File: config.mk
export PLATFORM = sky130hd
export DESIGN_NAME = id_ex_hazard_reg
export DESIGN_NICKNAME = d
export VERILOG_FILES = /design/src/rtl/id_ex_hazard_reg.sv
export SDC_FILE = /design/constraint.sdc
export NUM_CORES = 1
export LEC_CHECK = 0
export ABC_AREA = 0
export CAP_MARGIN = 25
export CORE_MARGIN = 10
export CORE_UTILIZATION = 44
export DETAILED_ROUTE_END_ITERATION = 8
export HOLD_SLACK_MARGIN = 0.15
export PLACE_DENSITY = 0.88
export SYNTH_ARGS = -nofsm -noshare
export SYNTH_HDL_FRONTEND = slang
export SYNTH_SLANG_ARGS = --single-unit
File: constraint.sdc
create_clock -name CLK -period 3.5 [get_ports CLK]
set_clock_uncertainty 0.1 [all_clocks]
set_input_delay 0.35 -clock CLK [delete_from_list [all_inputs] [get_ports CLK]]
set_output_delay 0.35 -clock CLK [all_outputs]
set_load 0.1 [all_outputs]
File: src/rtl/id_ex_hazard_reg.sv
// ID/EX pipeline register with load-use hazard detection.
// Inserts a one-cycle bubble when the decode instruction reads the
// destination of a load currently in EX. It also honours a memory hold
// that freezes the stage and a branch flush that squashes the slot, and
// counts the bubbles it inserts.
//
// state  | meaning
// -------+-----------------------------------------------------------
// RUN    | normal flow; a load-use hazard may be detected
// BUBBLE | a load-use bubble was just written; EX holds no instruction
module id_ex_hazard_reg #(
  parameter int XLEN  = 32,
  parameter int CNT_W = 16
) (
  input  logic             CLK,
  input  logic             RST,
  input  logic             ID_VALID,
  input  logic [XLEN-1:0]  ID_PC,
  input  logic [4:0]       ID_RS1,
  input  logic [4:0]       ID_RS2,
  input  logic [4:0]       ID_RD,
  input  logic             ID_RS1_USED,
  input  logic             ID_RS2_USED,
  input  logic             ID_REGWRITE,
  input  logic             ID_MEMREAD,
  input  logic             HOLD,
  input  logic             FLUSH,
  output logic             EX_VALID,
  output logic [XLEN-1:0]  EX_PC,
  output logic [4:0]       EX_RS1,
  output logic [4:0]       EX_RS2,
  output logic [4:0]       EX_RD,
  output logic             EX_RS1_USED,
  output logic             EX_RS2_USED,
  output logic             EX_REGWRITE,
  output logic             EX_MEMREAD,
  output logic             STALL,
  output logic [CNT_W-1:0] STALL_CNT
);

  typedef enum logic {
    ST_RUN    = 1'b0,
    ST_BUBBLE = 1'b1
  } state_t;

  state_t state_q;
  state_t state_d;

  logic rs1_hit;
  logic rs2_hit;
  logic lu;
  logic write_bubble;
  logic write_load;
  logic cnt_inc;

  // Load-use detection. The BUBBLE term is redundant with EX_VALID=0 in
  // that state, but makes it explicit that a stall never repeats.
  always_comb begin
    rs1_hit = ID_RS1_USED & (ID_RS1 == EX_RD);
    rs2_hit = ID_RS2_USED & (ID_RS2 == EX_RD);
    lu      = ID_VALID & EX_VALID & EX_MEMREAD & EX_REGWRITE &
              (EX_RD != 5'd0) & (rs1_hit | rs2_hit) & (state_q == ST_RUN);
  end

  assign STALL = lu & ~FLUSH & ~HOLD;

  // Next state and register-update selection; HOLD beats FLUSH beats LU.
  always_comb begin
    state_d      = state_q;
    write_bubble = 1'b0;
    write_load   = 1'b0;
    cnt_inc      = 1'b0;
    if (!HOLD) begin
      if (FLUSH) begin
        write_bubble = 1'b1;
        state_d      = ST_RUN;
      end else if (lu) begin
        write_bubble = 1'b1;
        cnt_inc      = 1'b1;
        state_d      = ST_BUBBLE;
      end else begin
        state_d = ST_RUN;
        if (ID_VALID) begin
          write_load = 1'b1;
        end else begin
          write_bubble = 1'b1;
        end
      end
    end
  end

  // Pipeline register, bubble counter and FSM state with synchronous reset.
  always_ff @(posedge CLK) begin
    if (RST) begin
      state_q     <= ST_RUN;
      EX_VALID    <= 1'b0;
      EX_PC       <= '0;
      EX_RS1      <= '0;
      EX_RS2      <= '0;
      EX_RD       <= '0;
      EX_RS1_USED <= 1'b0;
      EX_RS2_USED <= 1'b0;
      EX_REGWRITE <= 1'b0;
      EX_MEMREAD  <= 1'b0;
      STALL_CNT   <= '0;
    end else begin
      state_q <= state_d;
      if (write_bubble) begin
        EX_VALID    <= 1'b0;
        EX_PC       <= '0;
        EX_RS1      <= '0;
        EX_RS2      <= '0;
        EX_RD       <= '0;
        EX_RS1_USED <= 1'b0;
        EX_RS2_USED <= 1'b0;
        EX_REGWRITE <= 1'b0;
        EX_MEMREAD  <= 1'b0;
      end else if (write_load) begin
        EX_VALID    <= 1'b1;
        EX_PC       <= ID_PC;
        EX_RS1      <= ID_RS1;
        EX_RS2      <= ID_RS2;
        EX_RD       <= ID_RD;
        EX_RS1_USED <= ID_RS1_USED;
        EX_RS2_USED <= ID_RS2_USED;
        EX_REGWRITE <= ID_REGWRITE;
        EX_MEMREAD  <= ID_MEMREAD;
      end
      if (cnt_inc && (STALL_CNT != {CNT_W{1'b1}})) begin
        STALL_CNT <= STALL_CNT + 1'b1;
      end
    end
  end

endmodule

; ---- Word-level counts from Yosys, hierarchy flattened
; Index checks and enable logic that the tools add are counted.
[totals]
input_bits = 56
latchBits = 0
n_memories = 0
elab_cells = 43
rom_bits = 0
ramBits = 0
ff_bits = 69
[classes]
order_cmp = 0
shifts = 0
addsub = 1
reduce_logical = 3
div = 0
muxes = 11
multipliers = 0
n_eq_ne = 3
bitwise_logic = 14
[ops]
columns = operator, count
row1 = $add 16x1->16 const B, 1
row2 = $ne 16x16->1 const B, 1
row3 = $mux 1, 11
row4 = $and 1x1->1, 10
row5 = $eq 5x5->1, 2
row6 = $reduce_bool 5->1, 1
row7 = $not 1->1, 3
row8 = $reduce_or 2->1, 1
row9 = $logic_and 1x1->1, 1
row10 = $or 1x1->1, 1

; ---- Longest topological paths before layout
; Gate-level depths: netlist of run 1.
[depth]
word_depth = 10
depth_mapped = 7
ltp_nobuf = 6

; ---- Worst setup path before layout of run 1
; No wires, ideal clock.
[synth_path]
path_kind = register to output
start = register EX_RD[4]
end = output STALL
arrival_time_ps = 3799
setup_slack_ps = -749
path_buffers = 1
stages_incl_launch_ff = 6
cell_sequence = dfxtp_1 > nor3_1 > a211oi_2 > buf_2 > nand2_1 > nor3_1
[synth_via]
elab_chain_cells = 7
elab_cells_between_ends = 11
cone_classes = eq/ne: 2 / bitwise: 8 / reduce/logical: 1
[synth_rtl]
columns = item, line_no
row1 = start: declaration, 32  ; output logic [4:0] EX_RD,
row2 = start signal: assignment, 100  ; EX_RD <= '0;
row3 = start signal: assignment, 113  ; EX_RD <= '0;
row4 = start signal: assignment, 123  ; EX_RD <= ID_RD;
row5 = $eq 5x5->1 (on tied branches), "59, 60"
row6 = $and 1x1->1 (on tied branches), "59, 60"
row7 = $or 1x1->1, 62  ; (EX_RD != 5'd0) & (rs1_hit | rs2_hit) & (state_q == ST_RUN);
row8 = $and 1x1->1 * (2 in a row), 62
row9 = $and 1x1->1 * (2 in a row), 65  ; assign STALL = lu & ~FLUSH & ~HOLD;
row10 = end: declaration, 37  ; output logic STALL,
; Every way passes the cells marked *; elsewhere a longest branch is shown, timed or not.

; ---- Worst setup path in the final report of run 1
[layout_path]
start = input ID_RS1[3]
end = output STALL
[layout_via]
elab_chain_cells = 7
[layout_rtl]
columns = item, line_no
row1 = start: declaration, 19  ; input logic [4:0] ID_RS1,
row2 = $eq 5x5->1, 59  ; rs1_hit = ID_RS1_USED & (ID_RS1 == EX_RD);
row3 = $and 1x1->1, 59
row4 = $or 1x1->1, 62
row5 = $and 1x1->1 (2 in a row), 62
row6 = $and 1x1->1 (2 in a row), 65
; No other way between the ends.

==> impl_metrics.yaml, run 1 <==
status:
  status: "completed"
global_route:
  grt_pass1_vias: 2473
  gr-total-overflow: 0
  grt_max_degree: 37
  grt_pass1_wl_um: 13600
  antenna_found_initial: 0
  grt_use_total: 0.172
clock_network:
  cts_buffer_depth: 2
  h-tree-depth: 3
  cts_buffers: 9
  ctsHoldBuffers: 0
  clkSinkCount: 69
  ctsRootBufferMaster: "clkbuf_8"
  ctsResizeCount: 0
  clk_latency_ns: 0.34
  path_clk_slew_ns: 0.07
  cts_tree: "done"
  post_cts_buffers: 0
placed_design:
  dp_hpwl_um: 6260
  dp_worst_setup_slack_ns: 0.887
  gp_congestion: 0.876
  place_area_um2: 4000
  io_buffers: 124
yosys:
  ys.warnings.count: 0
  yosys-top-cells-area: "dfxtp_1 (52%), a22o_1 (17%), xnor2_1 (3.3%)"
  async_reset_ff_frac: 0
  synth_fp_nets: 315
  yosys-top-cells-count: "dfxtp_1 (69), a22o_1 (51), nor3_1 (11)"
  ys_ff_latch: 69
  synth_top_area_share: 0.515
  yosys.area.top_type: "dfxtp_1"
  synth_cells: 258
  ys.flop_type: "dfxtp_1"
  yosysMostFrequentCell: "dfxtp_1"
  avgSynthCellArea_um2: 10.4
  synth_edf_count: 0
  yosysUniqueCellTypes: 35
  ys_seq_area_frac: 0.515
  synth.cell_area_um2: 2680
route:
  wirelength_um: 8470
  postRouteAntennaNets: 0
  drc: 0
  vias: 2535
  viasPerCell: 5.55
  firstDrtPassIters: 4
  wl_per_cell_um: 18.5
  drtIter0Drc: 131
timing:
  whs_ns: 0.373
  rsz0062_at_grt: "false"
  setup_violations: 0
  period_share: 0.729
  worstMarginPinSlew_ns: 1.01
  drv_slew: 0
  hold_violations: 0
  fmax_mhz: 392
  period_needed_ns: 2.55
  relSlewSlack: 0.325
  worst_slack_ns: 0.948
  fin_setup_tns_ns: 0
critical_path:
  reg2reg_depth: 5
  r2r-end: "STALL_CNT[10]"
  r2r_start: "EX_RD[0]"
  crit_fanout: 3
  cp.depth: 7
  cpLargestDelayFamily: "buffers and inverters"
  criticalPathCategory: "in -> out"
  critPathRequiredTime_ns: 3.05
  crit_chain: "clkdlybuf4s50_1, xnor2_1, nand4_1, o22ai_1, nand2_1, nor3_2, buf_12"
  critPathBufInv: 2
  cp-start-kind: "primary input"
  critPathCapture: "STALL"
  cp.arrival_ns: 2.10
  critPathSlowestCell: "clkdlybuf4s50_1"
  slowest_delay_ns: 0.50
  rrSetupSlack_ns: 1.22
  worstSetupEndpointType: "output port"
  worstSetupStartpoint: "ID_RS1[3]"
pwr:
  total_power_mw: 1.84
  vdd_drop_max_mv: 0.339
  p_per_area_nw_per_um2: 435
  p_leak_nw: 1.54
floorplanning:
  chipWidth_um: 98.0
  io_pins: 125
  start_util: 0.453
  row_count: 28
  core_area_um2: 5920
  die_area_um2: 9610
  die_h_um: 98.0
hold_path:
  hold_class: "reg -> reg"
  hold_depth: 2
final_layout:
  fin_nets: 435
  drive_gt1_frac: 0.0707
  antenna_cells: 0
  final_area_um2: 4240
  syn_to_final_growth_pct: 58.2
job:
  drv_cap: 0
==> per-stage QoR <==
step | utilization | cells
global route | 0.716 | 457
detailed placement | 0.676 | 442
global placement | 0.676 | 442
finish | 0.716 | 457
floorplan | - | 258
CTS | 0.716 | 457
==> power breakdown <==
part           switching, mW  internal (mW)  total [mW]  leakage (nW)
logic                  0.160          0.101       0.261         0.862
clock network          0.302          0.470       0.772         0.119
registers             0.0102          0.799       0.810         0.559
==> worst min path at each step <==
| stage | start | end | slack [ns] |
|---|---|---|---|
| after floorplan | state_q | state_q | 0.34 |
| after global placement | state_q | state_q | 0.35 |
| after detailed placement | EX_RS2_USED | EX_RS2_USED | 0.36 |
| after CTS | state_q | state_q | 0.37 |
| after global routing | EX_RS2[0] | EX_RS2[0] | 0.39 |
| final | state_q | state_q | 0.37 |
==> final cells by class <==
class	count	area, um^2
fillers	435	1680
flip-flops and latches	69	1380
repair buffers	128	1290
multi-input cells	167	1220
clock buffers	9	124
clock inverters	6	113
well taps	75	93.8
inverters	3	11.3
==> state kept, by name, summed over array words and instances (netlist names) <==
signal	flops
EX_MEMREAD	1
EX_VALID	1
STALL_CNT	16
EX_RS2	5
EX_RS1_USED	1
EX_PC	32
EX_RD	5
state_q	1
EX_RS2_USED	1
EX_RS1	5
EX_REGWRITE	1
==> worst register-to-register path, cell delays in order (launching register included) <==
cell and delay, ns:
dfxtp_1 0.46, nor3_1 0.11, a211oi_2 0.45, nand3_1 0.40, or4_1 0.57, a21oi_1 0.14
==> cell usage in the layout (no fill, tap or decap), types with 3 or more instances in the layout <==
| cell type | n |
|---|---|
| clkdlybuf4s50_1 | 123 |
| mux2_1 | 6 |
| dfxtp_1 | 69 |
| nor2_1 | 10 |
| a22o_1 | 51 |
| xnor2_1 | 10 |
| nand2_1 | 8 |
| buf_4 | 3 |
| nand4_1 | 9 |
| nor2b_1 | 8 |
| bufinv_16 | 3 |
| a21oi_1 | 7 |
| nand3_1 | 8 |
| and4_1 | 3 |
| clkbuf_8 | 9 |
| nor3_1 | 10 |
| o31ai_1 | 5 |
| and3_1 | 3 |
| inv_1 | 3 |
| or4_1 | 4 |
==> routing by layer <==
layer  GRT usage  vias up  share of wire
met4      0.0783        0          0.017
met2       0.276      115           0.48
met3      0.0641       11          0.097
met5           0        -              0
li1            -     1212              -
met1       0.200     1197           0.40
==> cells by family (layout without fill, tap and decap cells) <==
group	count (synthesis)	in the layout	share of synthesized area
compound gates	72	72	0.218
xor+xnor	10	10	0.0327
fa+ha+maj	1	1	0.00467
buf+inv	22	146	0.0369
flops	69	69	0.515
mux	8	8	0.0336
simple gates	76	76	0.159
No activity file was read; power rests on OpenSTA's default activity.
==> run 2, diff against run 1 <==
CORE_UTILIZATION = 37   (was 44)
PLACE_DENSITY = 0.79   (was 0.88)
clock period = 2.05 ns   (was 3.5 ns; I/O delays follow)
==> run 2 against run 1 <==
  * The flow now finishes with violations (negative setup slack)
  * First-iteration DRC count decreased by 21%
  * Worst hold slack got worse by 0.015 ns
  * Core utilization decreased by 6.0 points
  * Critical path depth increased by 1
  * Sequential power increased by 69%
  * Global-route usage decreased by 1.4 points
  * Via count increased by 1.9%
  * Sequential share of layout area decreased by 0.89 points
  * Setup slack got worse by 1.1 ns
  * Largest cell class unchanged
  * Largest power group unchanged
==> impl_metrics.yaml, run 2 (synthesized netlist as in run 1, its figures left out) <==
critical_path:
  crit_fanout: 2
  criticalPathCategory: "in -> out"
  slowest_delay_ns: 0.54
  critPathBufInv: 3
  worstSetupEndpointType: "output port"
  critPathSlowestCell: "clkdlybuf4s50_1"
  cp-start-kind: "primary input"
  critPathRequiredTime_ns: 1.75
  cp.arrival_ns: 1.88
  crit_chain: "clkdlybuf4s50_1, xnor2_2, nand4_1, buf_4, o22ai_4, nand2_4, nor3_4, buf_12"
  cpLargestDelayFamily: "buffers and inverters"
global_route:
  grt_max_degree: 38
  grt_pass1_wl_um: 14300
  gr-total-overflow: 0
  grt_pass1_vias: 2620
  grt_use_total: 0.159
  antenna_found_initial: 0
status:
  violations: "negative setup slack"
  status: "complete, but fails checks"
pwr:
  vdd_drop_max_mv: 0.354
  p_per_area_nw_per_um2: 676
  total_power_mw: 3.07
  p_leak_nw: 1.92
timing:
  relSlewSlack: 0.723
  setup_violations: 4
  worst_slack_ns: -0.130
  whs_ns: 0.358
  hold_violations: 0
  drv_slew: 0
  period_needed_ns: 2.18
  worstMarginPinSlew_ns: 0.415
  period_share: 1.06
  fmax_mhz: 459
  rsz0062_at_grt: "true"
route:
  vias: 2584
  firstDrtPassIters: 4
  wl_per_cell_um: 17.6
  wirelength_um: 8910
  viasPerCell: 5.12
  drc: 0
  postRouteAntennaNets: 0
  drtIter0Drc: 103
clock_network:
  ctsRootBufferMaster: "clkbuf_8"
  clkSinkCount: 69
  path_clk_slew_ns: 0.09
  cts_tree: "done"
  cts_buffer_depth: 2
  ctsHoldBuffers: 0
  clk_latency_ns: 0.35
  h-tree-depth: 3
  cts_buffers: 9
floorplanning:
  row_count: 30
  start_util: 0.388
  die_h_um: 105
  die_area_um2: 11000
  io_pins: 125
  core_area_um2: 6910
  chipWidth_um: 105
placed_design:
  dp_hpwl_um: 6680
  gp_congestion: 0.772
  io_buffers: 124
job:
  drv_cap: 0
final_layout:
  layout_commonest_cell: "buf_4"
  layout_common_cells: "buf_4 (92), clkdlybuf4s50_1 (55), a22o_1 (51)"
  fin_nets: 461
  drive_gt1_frac: 0.406
  top_regs: "EX_PC: 32 flops, STALL_CNT: 16 flops"
  syn_to_final_growth_pct: 69.1
  n_fill_cell: 608
  largest_reg_flops: 32
  antenna_cells: 0
  top_register: "EX_PC"
hold_path:
  hold_class: "in -> reg"
[run 2: layout make-up]
class	count	area (um^2)	area share
flip-flops and latches	69	1440	0.317
repair buffers	154	1380	0.304
multi-input cells	167	1370	0.301
clock buffers	10	149	0.0328
well taps	96	120	0.0265
clock inverters	6	73.8	0.0163
inverters	3	11.3	0.00248
[run 2: routing by layer]
metal	GRT usage	vias to the layer above	part of all wire
li1	-	1264	-
met1	0.186	1228	0.43
met2	0.263	78	0.51
met3	0.0399	14	0.044
met4	0.0784	0	0.021
met5	0	-	0
[run 2: final timing paths]
kind         cells past startpoint  slack, ns      start            end
min reg2reg                      1       0.37   EX_VALID       EX_VALID
min                              2       0.36  ID_PC[25]      EX_PC[25]
max reg2reg                      7      -0.02   EX_RD[0]  STALL_CNT[10]
max                              8      -0.13  ID_RS1[2]          STALL
[run 2: what timing repair did]
action	CTS	global route
resized for setup	3	11
hold endpoints to repair	0	0
setup endpoints to repair	3	6
gates cloned	0	1
setup buffers	1	2
pin swaps	2	6
[run 2: where the power goes]
part | total [mW] | switching, mW | internal (mW)
Sequential | 1.37 | 0.0177 | 1.35
Combinational | 0.470 | 0.285 | 0.185
Clock | 1.22 | 0.568 | 0.655
[run 2: stage by stage]
stage	cells	area (um^2)	TNS, ns	setup WS, ns	utilization
after floorplan	258	2820	-0.758	-0.193	-
after global placement	484	4170	-10.63	-0.213	0.603
after detailed placement	485	4190	-12.49	-0.247	0.606
after CTS	502	4440	-0.160	-0.160	0.642
after global routing	505	4530	-0.736	-0.239	0.656
final	505	4530	-0.183	-0.130	0.656
==> run 3, diff against run 2 <==
CTS_CLUSTER_DIAMETER = 120   (was default)
==> results of run 3 <==
Final layout, timing and power as in run 2 (identical DEF).
